<file path="config.mk">
export PLATFORM = sky130hd
export DESIGN_NAME = mac_accumulator
export DESIGN_NICKNAME = d
export VERILOG_FILES = /design/src/rtl/accel_pkg.sv /design/src/rtl/acc_narrow.sv /design/src/rtl/mac_accumulator.sv
export SDC_FILE = /design/constraint.sdc
export NUM_CORES = 1
export LEC_CHECK = 0
export ABC_AREA = 0
export CORE_ASPECT_RATIO = 0.7
export CORE_MARGIN = 2
export CORE_UTILIZATION = 47
export DETAILED_ROUTE_END_ITERATION = 12
export PLACE_DENSITY_LB_ADDON = 0.12
export SLEW_MARGIN = 25
export SYNTH_ARGS = -nofsm -noshare
export SYNTH_HDL_FRONTEND = slang
export SYNTH_SLANG_ARGS = --single-unit
</file>
<file path="constraint.sdc">
create_clock -name clk -period 3.8 [get_ports clk]
set_input_delay 0.76 -clock clk [delete_from_list [all_inputs] [get_ports clk]]
set_output_delay 0.76 -clock clk [all_outputs]
set_load 0.01 [all_outputs]
</file>
<file path="src/rtl/accel_pkg.sv">
// Shared accelerator definitions: default widths, accumulator FSM states and
// saturation bounds for signed narrowing stages.
package accel_pkg;
  localparam int PROD_WIDTH_DEF = 32;
  localparam int OUT_WIDTH_DEF  = 16;

  typedef enum logic {ACCUM = 1'b0, HOLD = 1'b1} mac_acc_state_t;

  function automatic logic signed [63:0] sat_max(input int w);
    return (64'sd1 <<< (w - 1)) - 64'sd1;
  endfunction

  function automatic logic signed [63:0] sat_min(input int w);
    return -(64'sd1 <<< (w - 1));
  endfunction

  localparam logic signed [63:0] SAT_MAX_DEF = sat_max(OUT_WIDTH_DEF);
  localparam logic signed [63:0] SAT_MIN_DEF = sat_min(OUT_WIDTH_DEF);
endpackage

</file>
<file path="src/rtl/acc_narrow.sv">
// Combinational arithmetic shift + narrowing of a wide signed sum.
// MAC_ACC_SATURATE_EN selects clamping; otherwise low bits wrap.
module acc_narrow
  import accel_pkg::*;
#(
  parameter int IN_W  = 38,
  parameter int SHIFT = 0,
  parameter int OUT_W = OUT_WIDTH_DEF
) (
  input  logic signed [IN_W-1:0]  din,
  output logic signed [OUT_W-1:0] dout
);
  logic signed [IN_W-1:0] shifted;
  assign shifted = din >>> SHIFT;

`ifdef MAC_ACC_SATURATE_EN
  localparam logic signed [IN_W-1:0] MAXV = IN_W'(sat_max(OUT_W));
  localparam logic signed [IN_W-1:0] MINV = IN_W'(sat_min(OUT_W));

  always_comb begin
    dout = shifted[OUT_W-1:0];
    if (shifted > MAXV)      dout = MAXV[OUT_W-1:0];
    else if (shifted < MINV) dout = MINV[OUT_W-1:0];
  end
`else
  // Upper bits are intentionally dropped: two's-complement wrap.
  logic unused_hi;
  assign unused_hi = ^shifted[IN_W-1:OUT_W];
  assign dout      = shifted[OUT_W-1:0];
`endif
endmodule

</file>
<file path="src/rtl/mac_accumulator.sv">
// Sums signed products into one dot-product per burst (in_last or MAX_LEN),
// presenting the narrowed result on valid/ready. Narrowing mode: MAC_ACC_SATURATE_EN.
module mac_accumulator
  import accel_pkg::*;
#(
  parameter int PROD_WIDTH = PROD_WIDTH_DEF,
  parameter int MAX_LEN    = 64,
  parameter int ACC_WIDTH  = PROD_WIDTH + $clog2(MAX_LEN),
  parameter int OUT_SHIFT  = 0,
  parameter int OUT_WIDTH  = OUT_WIDTH_DEF,
  parameter int CNT_W      = $clog2(MAX_LEN) + 1
) (
  input  logic                  clk,
  input  logic                  rst,
  input  logic [PROD_WIDTH-1:0] in_data,
  input  logic                  in_valid,
  input  logic                  in_last,
  output logic                  in_ready,
  output logic [OUT_WIDTH-1:0]  out_data,
  output logic                  out_valid,
  input  logic                  out_ready,
  output logic [CNT_W-1:0]      out_count,
  output logic                  out_trunc
);
  mac_acc_state_t              state;
  logic signed [ACC_WIDTH-1:0] acc, in_ext, sum_nx;
  logic [CNT_W-1:0]            count, cnt_nx;
  logic                        first, accept, done;
  logic signed [OUT_WIDTH-1:0] narrowed;

  assign in_ready = (state == ACCUM) | out_ready;
  assign accept   = in_valid & in_ready;
  assign in_ext   = {{(ACC_WIDTH-PROD_WIDTH){in_data[PROD_WIDTH-1]}}, in_data};
  assign sum_nx   = first ? in_ext : acc + in_ext;
  assign cnt_nx   = first ? CNT_W'(1) : count + CNT_W'(1);
  assign done     = in_last | (cnt_nx == CNT_W'(MAX_LEN));

  acc_narrow #(
    .IN_W  (ACC_WIDTH),
    .SHIFT (OUT_SHIFT),
    .OUT_W (OUT_WIDTH)
  ) u_narrow (
    .din  (sum_nx),
    .dout (narrowed)
  );

  always_ff @(posedge clk) begin
    if (rst) begin
      state     <= ACCUM;
      acc       <= '0;
      count     <= '0;
      first     <= 1'b1;
      out_valid <= 1'b0;
      out_data  <= '0;
      out_count <= '0;
      out_trunc <= 1'b0;
    end else begin
      if (state == HOLD && out_ready) begin
        out_valid <= 1'b0;
        state     <= ACCUM;
      end
      // A beat accepted while leaving HOLD always has first=1, so it opens a new burst.
      if (accept) begin
        acc   <= sum_nx;
        count <= cnt_nx;
        first <= 1'b0;
        if (done) begin
          out_data  <= narrowed;
          out_count <= cnt_nx;
          out_trunc <= ~in_last;
          out_valid <= 1'b1;
          first     <= 1'b1;
          state     <= HOLD;
        end
      end
    end
  end
endmodule

</file>
# ---- Yosys cells after proc, flatten, opt, wreduce, memory -nomap -nowiden
# Cells that the tools add are included.
dict set report totals {
  elab_cells 27
  register_bits 72
  out_inout_bits 26
}
dict set report op_classes {
  muxes 9
  bitwise_logic 5
  n_eq_ne 1
  n_addsub 2
  reduce_logical 2
}
# operator count
set op_table {}
lappend op_table {{adder 38 x 32 -> 38 bit} 1}
lappend op_table {{2-to-1 mux 38 bit} 1}
lappend op_table {{adder 7 x 1 -> 7 bit, second input constant} 1}
lappend op_table {{equality test 7 bit, second input constant} 1}
lappend op_table {{2-to-1 mux 1 bit} 7}
lappend op_table {{2-to-1 mux 7 bit} 1}
lappend op_table {{inverter 1 bit} 2}
lappend op_table {{bitwise OR 1 bit} 2}
lappend op_table {{AND reduction 2 bit} 1}
lappend op_table {{AND 1 bit} 1}
lappend op_table {{logical AND 1 bit} 1}

# ---- Logic depth before layout (Yosys ltp)
dict set report logic_depth {
  word_depth 6
  depth_mapped 8
  depth_no_buf 8
}

# ---- By module
# A second synthesis with hierarchy kept.
dict set report hier_totals {
  hier_cells 740
  hier_area_um2 5501.5
}
# module area_each_um2 cells_per_inst n_inst
set by_module_without_submodules {}
lappend by_module_without_submodules {mac_accumulator 5381.4 724 1}
lappend by_module_without_submodules {acc_narrow 120.1 16 1}

# ---- Least setup slack after synthesis
# OpenSTA, ideal clock, no wires.
dict set report synth_path {
  kind {input to register}
  start {in in_data[0]}
  end {reg out_data[10]}
  setup_time_ns 0.117
  slack_ns 1.190
  required_time_ns 3.683
  t_arrival_ns 2.493
  path_stages 8
  path_buffers 0
  cell_sequence {ha_1 fa_1 a21o_1 a221o_1 a21oi_1 xor2_1 o21ai_0 a22o_1}
}
dict set report synth_between {
  elab_chain_len 2
}
# item line_no
set synth_rtl {}
lappend synth_rtl {{start, declared} mac_accumulator.sv:15} ;# input logic [PROD_WIDTH-1:0] in_data,
lappend synth_rtl {{adder 38 x 32 -> 38 bit} mac_accumulator.sv:34} ;# assign sum_nx = first ? in_ext : acc + in_ext;
lappend synth_rtl {{2-to-1 mux 38 bit} mac_accumulator.sv:34}
lappend synth_rtl {{end signal, assigned} mac_accumulator.sv:68} ;# out_data <= narrowed;
lappend synth_rtl {{end, declared} mac_accumulator.sv:19} ;# output logic [OUT_WIDTH-1:0] out_data,
# No other way between the ends.
# A chain may end at the register's enable or synchronous reset.

# ---- Final worst setup path
dict set report layout_path {
  start {in in_data[0]}
  end {reg out_data[12]}
}
# The elaborated chain is that of the path after synthesis.

==> impl_metrics.py <==
metrics = {
    "sta": {
        "setup_violations": 0,
        "post-route-min-period_ps": 2970,
        "rsz0062_at_grt": "no",
        "fin_hold_ws_ps": 454,
        "worstMarginPinSlew_ps": 624,
        "relSlewSlack": 0.583,
        "skew_ps": 18.9,
        "hold_viol": 0,
        "drv_slew": 0,
        "timing.final.crit_share": 0.782,
        "fmax_mhz": 337,
        "fin_tns_setup_ps": 0,
    },
    "die": {
        "dieWidth_um": 97.6,
        "boundaryPins": 63,
        "fp-row-count": 23,
        "coreArea_um2": 5810,
        "start_util": 0.496,
        "fp.dieH_um": 69.5,
        "dieArea_um2": 6780,
    },
    "critical_path": {
        "cp-start-kind": "input port",
        "critPathMaxFanout": 4,
        "setup.worst_path.end_class": "register",
        "criticalPathCategory": "input port to register",
        "required_ps": 4010,
        "worstPathArrival_ps": 3190,
    },
    "placed_design": {
        "dpl-instance-area_um2": 3370,
        "gp_congestion": 0.903,
        "dp_hpwl_um": 5220,
        "portBuffers": 46,
    },
    "yosys": {
        "ys_warn_count": 0,
        "synthCells": 354,
        "synth-async-reset-ratio": 0,
        "ys_ff_latch": 50,
        "netlist_area_um2": 2880,
        "synth_top_flop_cell": "dfxtp_1",
        "synth_top_area_frac": 0.347,
        "yosysSeqAreaShare": 0.347,
        "synth_largest_area_cell": "dfxtp_1",
        "synthTopCellsByArea": "dfxtp_1, ha_1, nand2_1",
        "synth_area_per_cell_um2": 8.14,
        "synth.distinct_cells": 59,
        "syn_nets": 408,
        "synth-edff-count": 0,
    },
    "layout": {
        "area_delta_synth_final_pct": 20.4,
        "design_area_um2": 3470,
        "antennaDiodeCount": 0,
        "layout.nets": 446,
        "drive_gt1_frac": 0.0560,
    },
    "global_route": {
        "grt.total_usage": 0.216,
        "grt_pass1_wl_um": 12000,
        "grt-ovfl-total": 0,
        "grt_antenna_before_repair": 0,
        "grt_max_degree": 35,
        "grt_pass1_vias": 2473,
    },
    "cts": {
        "holdBufCountCts": 0,
        "cts_setup_buffers": 0,
        "cts_made_buffers": 5,
        "clock_path_buffers": 2,
        "cts_tree": "yes",
        "clkLatencyLatePin_ps": 320,
        "cts.sinks": 50,
        "ctsHtreeMaxLevel": 2,
        "clkSlewWorstSetupHoldPaths_ps": 110,
        "cts_resized": 0,
        "root_buffer": "clkbuf_8",
    },
    "power_and_ir_drop": {
        "power.share.clock": 0.283,
        "netSwitchingFraction": 0.315,
        "p_seq_frac": 0.474,
        "finalPower_mw": 1.20,
        "power.density_nw_per_um2": 345,
        "switchingPower_uw": 378,
        "ir_drop_v": 0.000266,
        "cellInternalPower_uw": 820,
        "p_comb_frac": 0.243,
        "leakage_nw": 1.30,
    },
    "routing": {
        "dr_total_vias": 2729,
        "wl_per_cell_um": 15.7,
        "vias_per_cell": 5.83,
        "dr.pass1.iters": 4,
        "ant_nets": 0,
        "route.detailed.drc": 0,
        "initialDrtViolationCount": 171,
        "wl_um": 7360,
    },
    "flow_run": {
        "maxCapViolCount": 0,
    },
    "min_path": {
        "hold_path_class": "register to register",
    },
    "outcome": {
        "run_status": "finished, final reports clean",
    },
}
-- registers in the layout, indices dropped and copies added (netlist names) --
register	flops
acc	16
count	7
first	1
out_count	7
out_data	16
out_trunc	1
out_valid	1
state	1
-- layer usage --
| layer | vias to the layer above | track usage | share of wire |
|---|---|---|---|
| met5 | - | 0 | 0 |
| met2 | 86 | 0.322 | 0.40 |
| li1 | 1365 | - | - |
| met4 | 0 | 0.0448 | 0.013 |
| met3 | 9 | 0.0454 | 0.075 |
| met1 | 1269 | 0.322 | 0.52 |
-- critical path, stage by stage --
cell and delay (ps):
clkdlybuf4s50_1 430, ha_1 250, fa_1 410, a21o_1 230, a221o_1 390, a21oi_1 190, xor2_1 160, o21ai_0 150
a22o_1 220
-- power groups by stage --
stage | registers (mW) | logic (mW) | clock network (mW)
final | 0.567 | 0.291 | 0.339
after global routing | 0.571 | 0.323 | 0.364
after CTS | 0.567 | 0.289 | 0.345
after detailed placement | 0.579 | 0.288 | 0
after global placement | 0.578 | 0.284 | 0
after floorplan | 0.577 | 0.199 | 0
-- worst paths after layout --
check,startpoint,to,cells after the start,slack (ps)
worst max register to register,count[0]$_SDFFE_PP0P_,out_data[15]$_SDFFE_PP0P_,7,1140
worst max-delay path,in_data[0],out_data[12]$_SDFFE_PP0P_,9,830
worst min-delay path,out_data[13]$_SDFFE_PP0P_,out_data[13]$_SDFFE_PP0P_,2,450
worst min register to register,out_data[13]$_SDFFE_PP0P_,out_data[13]$_SDFFE_PP0P_,2,450
-- Yosys cell counts (4+ instances only) --
| library cell | n |
|---|---|
| a211oi_1 | 11 |
| a21oi_1 | 32 |
| a22o_1 | 9 |
| clkbuf_1 | 9 |
| dfxtp_1 | 50 |
| ha_1 | 16 |
| inv_1 | 5 |
| mux2i_1 | 4 |
| nand2_1 | 45 |
| nand3_1 | 11 |
| nand4_1 | 8 |
| nor2_1 | 38 |
| o21a_1 | 5 |
| o21ai_0 | 25 |
| o21ai_1 | 7 |
| xnor2_1 | 8 |
| xor2_1 | 7 |
-- stage by stage --
stage | utilization | worst slack, ps | instances
floorplan | - | 1190 | 354
detailed placement | 0.580 | 502 | 460
global route | 0.597 | 692 | 468
finish | 0.597 | 829 | 468
global placement | 0.580 | 539 | 460
CTS | 0.597 | 828 | 468
-- cell usage in the layout, fill, tap and decap left out, drive strengths merged, types with 3 or more instances in the layout --
cell,instances
clkbuf,6
ha,16
dfxtp,50
a211oi,11
and3,4
o21ai,32
a22o,9
o21a,5
buf,5
a21oi,33
xnor2,8
mux2i,4
inv,5
a31oi,3
nor3,3
nand3,11
or3,3
a21o,3
nand4,8
o211ai,3
nor2,38
nand2,45
xor2,7
clkdlybuf4s50,46
-- kinds of logic (layout without fill, tap and decap cells) --
group,after synthesis,count (layout),synth area share
adder cells (fa/ha/maj),17,17,0.0764
AND/OR/NAND/NOR,126,126,0.206
XOR/XNOR,15,15,0.0456
multiplexers,4,4,0.0139
buffers and inverters,25,64,0.0408
flip-flops,50,50,0.347
AO/OA/AOI/OAI,117,117,0.270
-- area by class of cell --
class	count	area [µm²]
Fill cell	541	2340
Multi-Input combinational cell	279	1760
Sequential cell	50	1000
Timing Repair Buffer	51	498
Tap cell	75	93.8
Clock buffer	6	82.6
Inverter	5	18.8
Clock inverter	2	12.5
Power figures use the tool's default switching activity.
